<file path="src/rtl/pkt_fifo_pkg.sv">
// Shared types and constants for the store-and-forward packet FIFO.
// Stored word layout is {last, data}.
package pkt_fifo_pkg;

  localparam int DATA_W = 8;
  localparam int WORD_W = DATA_W + 1;

  typedef struct packed {
    logic              last;
    logic [DATA_W-1:0] data;
  } fifo_word_t;

endpackage

</file>
<file path="src/rtl/pkt_fifo_ram.sv">
// Simple dual-port RAM: one write port, one registered read port.
// The read register resets to zero so the FIFO head reads 0 out of reset.
module pkt_fifo_ram
  import pkt_fifo_pkg::*;
#(
  parameter int AWIDTH = 9,
  parameter int WIDTH  = WORD_W
) (
  input  logic              clk,
  input  logic              rst,
  input  logic              wr_en,
  input  logic [AWIDTH-1:0] wr_addr,
  input  logic [WIDTH-1:0]  wr_data,
  input  logic              rd_en,
  input  logic [AWIDTH-1:0] rd_addr,
  output logic [WIDTH-1:0]  rd_data
);

  logic [WIDTH-1:0] mem_q [0:(1<<AWIDTH)-1];
  logic [WIDTH-1:0] rd_data_q;

  always_ff @(posedge clk) begin
    if (wr_en) begin
      mem_q[wr_addr] <= wr_data;
    end
  end

  always_ff @(posedge clk or negedge rst) begin
    if (!rst) begin
      rd_data_q <= '0;
    end else if (rd_en) begin
      rd_data_q <= mem_q[rd_addr];
    end
  end

  assign rd_data = rd_data_q;

endmodule

</file>
<file path="src/rtl/pkt_fifo.sv">
// Store-and-forward packet FIFO with first-word-fall-through read side.
// Optional committed-packet counter enabled by defining PKT_FIFO_PKT_COUNT_EN.
module pkt_fifo
  import pkt_fifo_pkg::*;
#(
  parameter int AWIDTH = 9
) (
  input  logic              clk,
  input  logic              rst,
  input  logic [DATA_W-1:0] wr_data,
  input  logic              wr_last,
  input  logic              wr_ena,
  output logic              full,
  output logic [DATA_W-1:0] rd_data,
  output logic              rd_last,
  input  logic              rd_ena,
  output logic              empty
`ifdef PKT_FIFO_PKT_COUNT_EN
  ,
  output logic [AWIDTH:0]   pkt_count
`endif
);

  localparam logic [AWIDTH:0] ONE        = {{AWIDTH{1'b0}}, 1'b1};
  localparam logic [AWIDTH:0] FULL_LEVEL = {1'b1, {AWIDTH{1'b0}}};

  logic [AWIDTH:0] wp_q, wp_d;
  logic [AWIDTH:0] cp_q, cp_d;
  logic [AWIDTH:0] rp_q, rp_d;
  logic            out_valid_q, out_valid_d;

  logic            wr_accept;
  logic            rd_accept;
  logic            fetch;
  logic [AWIDTH:0] occupancy;
  fifo_word_t      wr_word;
  fifo_word_t      head_word;
  logic [WORD_W-1:0] ram_rd_data;

  // Occupancy includes the word parked in the output register.
  assign occupancy = wp_q - rp_q + {{AWIDTH{1'b0}}, out_valid_q};
  assign full      = (occupancy == FULL_LEVEL);
  assign empty     = ~out_valid_q;

  assign wr_accept = wr_ena & ~full;
  assign rd_accept = rd_ena & out_valid_q;
  assign fetch     = (~out_valid_q | rd_accept) & (rp_q != cp_q);

  assign wr_word.last = wr_last;
  assign wr_word.data = wr_data;

  always_comb begin
    wp_d        = wp_q;
    cp_d        = cp_q;
    rp_d        = rp_q;
    out_valid_d = out_valid_q;
    if (wr_accept) begin
      wp_d = wp_q + ONE;
      if (wr_last) begin
        cp_d = wp_q + ONE;
      end
    end
    if (fetch) begin
      rp_d        = rp_q + ONE;
      out_valid_d = 1'b1;
    end else if (rd_accept) begin
      out_valid_d = 1'b0;
    end
  end

  always_ff @(posedge clk or negedge rst) begin
    if (!rst) begin
      wp_q        <= '0;
      cp_q        <= '0;
      rp_q        <= '0;
      out_valid_q <= 1'b0;
    end else begin
      wp_q        <= wp_d;
      cp_q        <= cp_d;
      rp_q        <= rp_d;
      out_valid_q <= out_valid_d;
    end
  end

  // The RAM read register doubles as the FWFT output stage.
  pkt_fifo_ram #(
    .AWIDTH (AWIDTH),
    .WIDTH  (WORD_W)
  ) u_ram (
    .clk     (clk),
    .rst     (rst),
    .wr_en   (wr_accept),
    .wr_addr (wp_q[AWIDTH-1:0]),
    .wr_data (wr_word),
    .rd_en   (fetch),
    .rd_addr (rp_q[AWIDTH-1:0]),
    .rd_data (ram_rd_data)
  );

  assign head_word = fifo_word_t'(ram_rd_data);
  assign rd_data   = head_word.data;
  assign rd_last   = head_word.last;

`ifdef PKT_FIFO_PKT_COUNT_EN
  logic [AWIDTH:0] pkt_count_q, pkt_count_d;
  logic            commit;
  logic            pop_last;

  assign commit   = wr_accept & wr_last;
  assign pop_last = rd_accept & head_word.last;

  always_comb begin
    pkt_count_d = pkt_count_q;
    if (commit && !pop_last) begin
      pkt_count_d = pkt_count_q + ONE;
    end else if (pop_last && !commit) begin
      pkt_count_d = pkt_count_q - ONE;
    end
  end

  always_ff @(posedge clk or negedge rst) begin
    if (!rst) begin
      pkt_count_q <= '0;
    end else begin
      pkt_count_q <= pkt_count_d;
    end
  end

  assign pkt_count = pkt_count_q;
`endif

endmodule

</file>
<file path="config.mk">
export PLATFORM = sky130hd
export DESIGN_NAME = pkt_fifo
export DESIGN_NICKNAME = d
export VERILOG_FILES = /design/src/rtl/pkt_fifo_pkg.sv /design/src/rtl/pkt_fifo_ram.sv /design/src/rtl/pkt_fifo.sv
export SDC_FILE = /design/constraint.sdc
export NUM_CORES = 2
export LEC_CHECK = 0
export CAP_MARGIN = 0
export CORE_ASPECT_RATIO = 0.7
export CORE_MARGIN = 2
export CORE_UTILIZATION = 60
export CTS_CLUSTER_DIAMETER = 30
export DETAILED_ROUTE_END_ITERATION = 10
export MAX_ROUTING_LAYER = met4
export PLACE_DENSITY_LB_ADDON = 0.08
export SLEW_MARGIN = 20
export SYNTH_ARGS = -nofsm -noshare
export SYNTH_HDL_FRONTEND = slang
export SYNTH_MEMORY_MAX_BITS = 65536
export SYNTH_SLANG_ARGS = --single-unit
</file>
<file path="constraint.sdc">
create_clock -name clk -period 11.7 [get_ports clk]
set_clock_uncertainty 0.1 [all_clocks]
set_input_delay 3.51 -clock clk [delete_from_list [all_inputs] [get_ports clk]]
set_output_delay 3.51 -clock clk [all_outputs]
set_load 0.005 [all_outputs]
</file>
### After elaboration in Yosys (flattened, before gate mapping)

Memories as Yosys holds them, arrays and structs flattened. A register that Yosys moved wholly into a read port is not among the register bits.
Index checks and enable logic that the tools add are counted.

| word-level totals | value |
|---|---|
| register bits | 31 |
| latch bits | 0 |
| bits in writable memories | 4608 |
| bits in read-only memories | 0 |
| input bits | 13 |
| output and inout bits | 11 |
| word-level logic and storage cells | 24 |
| memories | 1 |

| cells by class | value |
|---|---|
| add/subtract/negate cells | 4 |
| $mul | 0 |
| divide/modulo/power cells | 0 |
| order comparisons | 0 |
| equality and inequality tests | 2 |
| shifts and indexed selects | 0 |
| multiplexer cells | 4 |
| bitwise operators | 6 |
| reduce and logical (&&, ||, !) cells | 3 |

Memories:

| name | words | width | read ports | clocked after Yosys merged registers in | wr ports | line | RTL |
|---|---|---|---|---|---|---|---|
| u_ram.mem_q | 512 | 9 | 1 | 1 | 1 | pkt_fifo_ram.sv:19 | `logic [WIDTH-1:0] mem_q [0:(1<<AWIDTH)-1];` |

Operators with widths:

| kind | number |
|---|---|
| adder 10 x 1 -> 10 bit (second input constant) | 2 |
| adder 10 x 1 -> 10 bit | 1 |
| == test 10 bit (second input constant) | 1 |
| != test 10 bit | 1 |
| subtractor 10 bit | 1 |
| 2-to-1 mux 1 bit | 4 |
| bitwise AND 1 bit | 3 |
| NOT 1 bit | 2 |
| AND reduction 2 bit | 1 |
| nonzero test 2 bit | 1 |
| zero test 1 bit | 1 |
| OR 1 bit | 1 |

### Longest topological paths before layout

| logic depth | value |
|---|---|
| word-level depth | 7 |
| depth in mapped cells | 19 |
| mapped depth without buffers | 12 |

### By module

Synthesis repeated with hierarchy kept, for this count alone.

| unflattened totals | value |
|---|---|
| cell total of the unflattened synthesis | 8439 |
| area total of the unflattened synthesis | 180745.8 um^2 |

Modules (own cells, without submodules):

| module | instances | cells each | area an instance (um^2) | seq. area each (um^2) |
|---|---|---|---|---|
| pkt_fifo_ram | 1 | 8226 | 178409.9 | 138597.9 |
| pkt_fifo | 1 | 213 | 2336.0 | 775.7 |

### Least setup slack after synthesis

OpenSTA, ideal clock, no wires.

| timing | value |
|---|---|
| kind | flip-flop to output port |
| start | reg rp_q[2] |
| end | out full |
| data arrival time | 3.950 ns |
| required time | 8.090 ns |
| path slack | 4.140 ns |
| cell stages (with the launch flop) | 17 |
| buffers on the path | 7 |
| cells stage by stage | dfrtp_1 clkbuf_1 buf_2 inv_2 buf_2 buf_2 buf_1 clkbuf_1 ha_1 ha_1 nand3_1 o2111ai_1 a211o_1 a211o_1 a211o_1 clkbuf_1 nor2_1 |

| on the way | value |
|---|---|
| cells in the longest elaborated chain, start to end | 3 |

Ends and longest elaborated chain:

| item | line | RTL |
|---|---|---|
| start: declaration | pkt_fifo.sv:29 | `logic [AWIDTH:0] rp_q, rp_d;` |
| start signal: assignment | pkt_fifo.sv:80 | `rp_q <= rp_d;` |
| subtractor 10 bit | pkt_fifo.sv:41 | `assign occupancy = wp_q - rp_q + {{AWIDTH{1'b0}}, out_valid_q};` |
| adder 10 x 1 -> 10 bit | pkt_fifo.sv:41 |  |
| == test 10 bit | pkt_fifo.sv:42 | `assign full = (occupancy == FULL_LEVEL);` |
| end: declaration | pkt_fifo.sv:13 | `output logic full,` |

Every way passes these cells.

### Worst setup path after layout

Ends and elaborated chain as after synthesis.

==> results.json <==
{
  "status": "finished, final reports clean",
  "grt_pass1_wl_mm": 751.8,
  "start_util_pct": 60.26,
  "power_density_nw_per_um2": 251.7,
  "cts-hold-fix-buffers": 0,
  "synth.area.top_cells": "edfxtp_1 (76%), mux4_2 (12%), mux2i_1 (2.7%), nor3_1 (1.5%), o221ai_1 (0.80%)",
  "timing.hold.ws_ns": 0.4204,
  "r2r-start": "rp_q[1]$_DFFE_PN0P_",
  "crit_path_end_kind": "output port",
  "most-common-layout-cells": "edfxtp_1 (4608), mux4_2 (988), clkbuf_16 (649), buf_4 (632), nor3_1 (498)",
  "grt_pass1_vias": 95960,
  "dr_total_vias": 99980,
  "async_flop_share_pct": 0.8606,
  "hold_end": "wp_q[9]$_DFFE_PN0P_",
  "num-fill-cells": 18500,
  "maxSlewViolCount": 0,
  "dieArea_sq_um": 308600,
  "gp_congestion": 0.9338,
  "swShare_pct": 33.35,
  "die_height_um": 465.4,
  "seqPwrFrac_pct": 35.2,
  "io_buffers": 23,
  "worstPathRequired_ns": 8.09,
  "firstDrtPassIters": 6,
  "crit_chain": "inv_8, ha_1, ha_1, xor2_1, or3_1, a221oi_1, nand4_1, a211o_1, nor2_1, clkdlybuf4s50_1",
  "ys_seq_area_share_pct": 76.39,
  "syn_area_per_cell_sq_um": 20.74,
  "arrival_ns": 5.50,
  "synth_top_area_share_pct": 75.84,
  "rsz0062_at_grt": "false",
  "syn-cell-area_sq_um": 182500,
  "cts_tree": "yes",
  "cts_sinks": 4648,
  "yosysTopAreaCell": "edfxtp_1",
  "seq_area_sq_um": 139400,
  "clk_pin_slew_ns": 0.06,
  "grt_use_total_pct": 35.93,
  "crit_top_cell": "ha_1",
  "synthFlopType": "edfxtp_1",
  "synth_fp_nets": 8835,
  "syn_inst": 8798,
  "fmax_mhz": 109.8,
  "root_buffer": "clkbuf_16",
  "irDropWorstVdd_mv": 0.2708,
  "placed_area_sq_um": 190300,
  "dp_hpwl_mm": 313.4,
  "avgViaCountPerCell": 7.109,
  "layout_commonest_cell": "edfxtp_1",
  "coreArea_sq_um": 302800,
  "leakage_nw": 68.22,
  "drive_gt1_share_pct": 28.35,
  "drtIter0Drc": 17770,
  "cp_slowest_cell": "dfrtp_4",
  "relSlewSlack_pct": 7.738,
  "r2r_end": "u_ram.rd_data[4]$_DFFE_PN0P_",
  "worstMarginPinSlew_ns": 1.384,
  "synthDistinctLibCells": 85,
  "grt_overflow": 0,
  "min_path_cells": 1,
  "drt-total-wl_mm": 537.6,
  "synth_edf_count": 4608,
  "maxCapViolCount": 0,
  "layout.nets": 9544,
  "rows": 169,
  "cts_setup_buffers": 0,
  "drtAntennaViolNets": 0,
  "final.setup.tns_ns": 0,
  "die_x_um": 663.1,
  "grt_max_degree": 204,
  "multi_input_area_sq_um": 40070,
  "reg2regPathDepth": 12,
  "num_io_pins": 24,
  "cpPeakStageDelay_ns": 0.92,
  "final-setup-viol-count": 0,
  "wl_per_cell_um": 38.22,
  "rrSetupSlack_ns": 4.16,
  "hold_start": "wp_q[9]$_DFFE_PN0P_",
  "power_frac_comb_pct": 29.0,
  "start_kind": "flop",
  "cts_buffers": 621,
  "clk_path_buf_depth": 4,
  "cts_resized": 0,
  "switchingPower_mw": 17.74,
  "clkLatencyLatePin_ns": 0.96,
  "ys_warn_count": 0,
  "finalHoldViolations": 0,
  "synth_seq_cells": 4648,
  "path_max_fanout": 47,
  "finalCritPeriodShare_pct": 77.84,
  "ctsHtreeMaxLevel": 6,
  "area_growth_pct": 15.85,
  "hold_class": "flop to flop",
  "drc": 0,
  "stdcell_area_sq_um": 211400,
  "min_period_ns": 9.108,
  "antenna_found_initial": 31,
  "intPower_mw": 35.46,
  "power.clock.fraction_pct": 35.8,
  "crit_type": "flop to output port"
}
-- flip-flops by register name (all words and copies together) (netlist names) --
register       cells
u_ram.mem_q     4608
rp_q              10
u_ram.rd_data      9
wp_q              10
cp_q              10
out_valid_q        1
-- critical path: cells and delay by family, from the launching register on --
family / cells / cell delay, ns
flip-flops: 1 / 0.92
AND/OR/NAND/NOR: 3 / 0.98
buffers and inverters: 2 / 0.97
AO/OA/AOI/OAI: 2 / 0.75
XOR/XNOR: 1 / 0.16
adder cells (fa/ha/maj): 2 / 0.73
-- cell families (layout without fill, tap and decap cells) --
logic type	after synthesis	in the layout	share of synthesized area [%]
adders and majority gates	24	24	0.1687
muxes	1524	1524	15.17
xor gates and xnor gates	43	43	0.2140
and+or+nand+nor	1098	1098	2.890
other	0	31	0
DFF	4648	4648	76.39
buffers and inverters	624	1841	1.920
AOI/OAI and AO/OA	837	837	3.249
-- routing by layer --
metal / vias up / GRT usage [%] / wire (um)
met3: 972 / 11.45 / 77500
met1: 52770 / 52.28 / 206700
met4: 0 / 11.25 / 18410
met2: 7502 / 49.07 / 235000
li1: 38730 / - / -
met5: - / - / 0
-- per-stage QoR --
step                      power (mW)  util (%)  worst slack, ns  cells
after floorplan                27.86         -            4.140   8798
after global placement         34.06     62.79            3.606  12900
after detailed placement       34.11     62.83            3.629  12900
after CTS                      52.97     69.77            2.584  14030
after global routing           54.32     69.80            2.589  14050
final                          53.20     69.81            2.592  14060
-- synth_stat cells, types with 16 or more instances --
cell type  number
mux4_2        988
buf_1          48
buf_6          68
o221ai_1      167
nand2b_1       17
a31oi_1        51
nor2b_1        20
o21ai_0        73
a211o_1        16
mux2i_1       485
and3_1         22
o22ai_1       126
edfxtp_1     4608
ha_1           23
nor3_1        533
nand2_1       235
mux2_2         50
nand3_1        58
xor2_1         20
o211ai_1       23
inv_1          16
buf_4          82
a221oi_1       29
and2_1         24
a21oi_1       152
clkbuf_1      257
dfrtp_1        40
xnor2_1        22
nor2_1        130
buf_2         135
a211oi_1       31
a22oi_1        47
-- cell type report --
class	instances	share of cell area, %
Timing Repair Buffer	691	2.702
Clock buffer	695	7.770
Sequential cell	4648	65.95
Tap cell	4018	2.378
Clock inverter	436	2.169
Multi-Input combinational cell	3526	18.96
Inverter	19	0.04143
Antenna cell	31	0.03670
-- how the worst max path moves through the flow --
| stage | start | endpoint | slack [ns] | depth (start not counted) |
|---|---|---|---|---|
| floorplan | rp_q[2]$_DFFE_PN0P_ | full | 4.14 | 16 |
| global placement | rp_q[2]$_DFFE_PN0P_ | full | 3.61 | 10 |
| detailed placement | rp_q[2]$_DFFE_PN0P_ | full | 3.63 | 10 |
| CTS | rp_q[2]$_DFFE_PN0P_ | full | 2.58 | 10 |
| global route | rp_q[2]$_DFFE_PN0P_ | full | 2.59 | 10 |
| finish | rp_q[2]$_DFFE_PN0P_ | full | 2.59 | 10 |
-- power by group through the flow --
stage | combinational [mW] | sequential (mW) | clock [mW]
after detailed placement | 15.1 | 19.0 | 0
final | 15.4 | 18.7 | 19.0
after global routing | 15.8 | 18.7 | 19.9
after global placement | 15.0 | 19.0 | 0
after floorplan | 9.03 | 18.8 | 0
after CTS | 15.1 | 18.7 | 19.1
(Power assumes the default switching activity.)
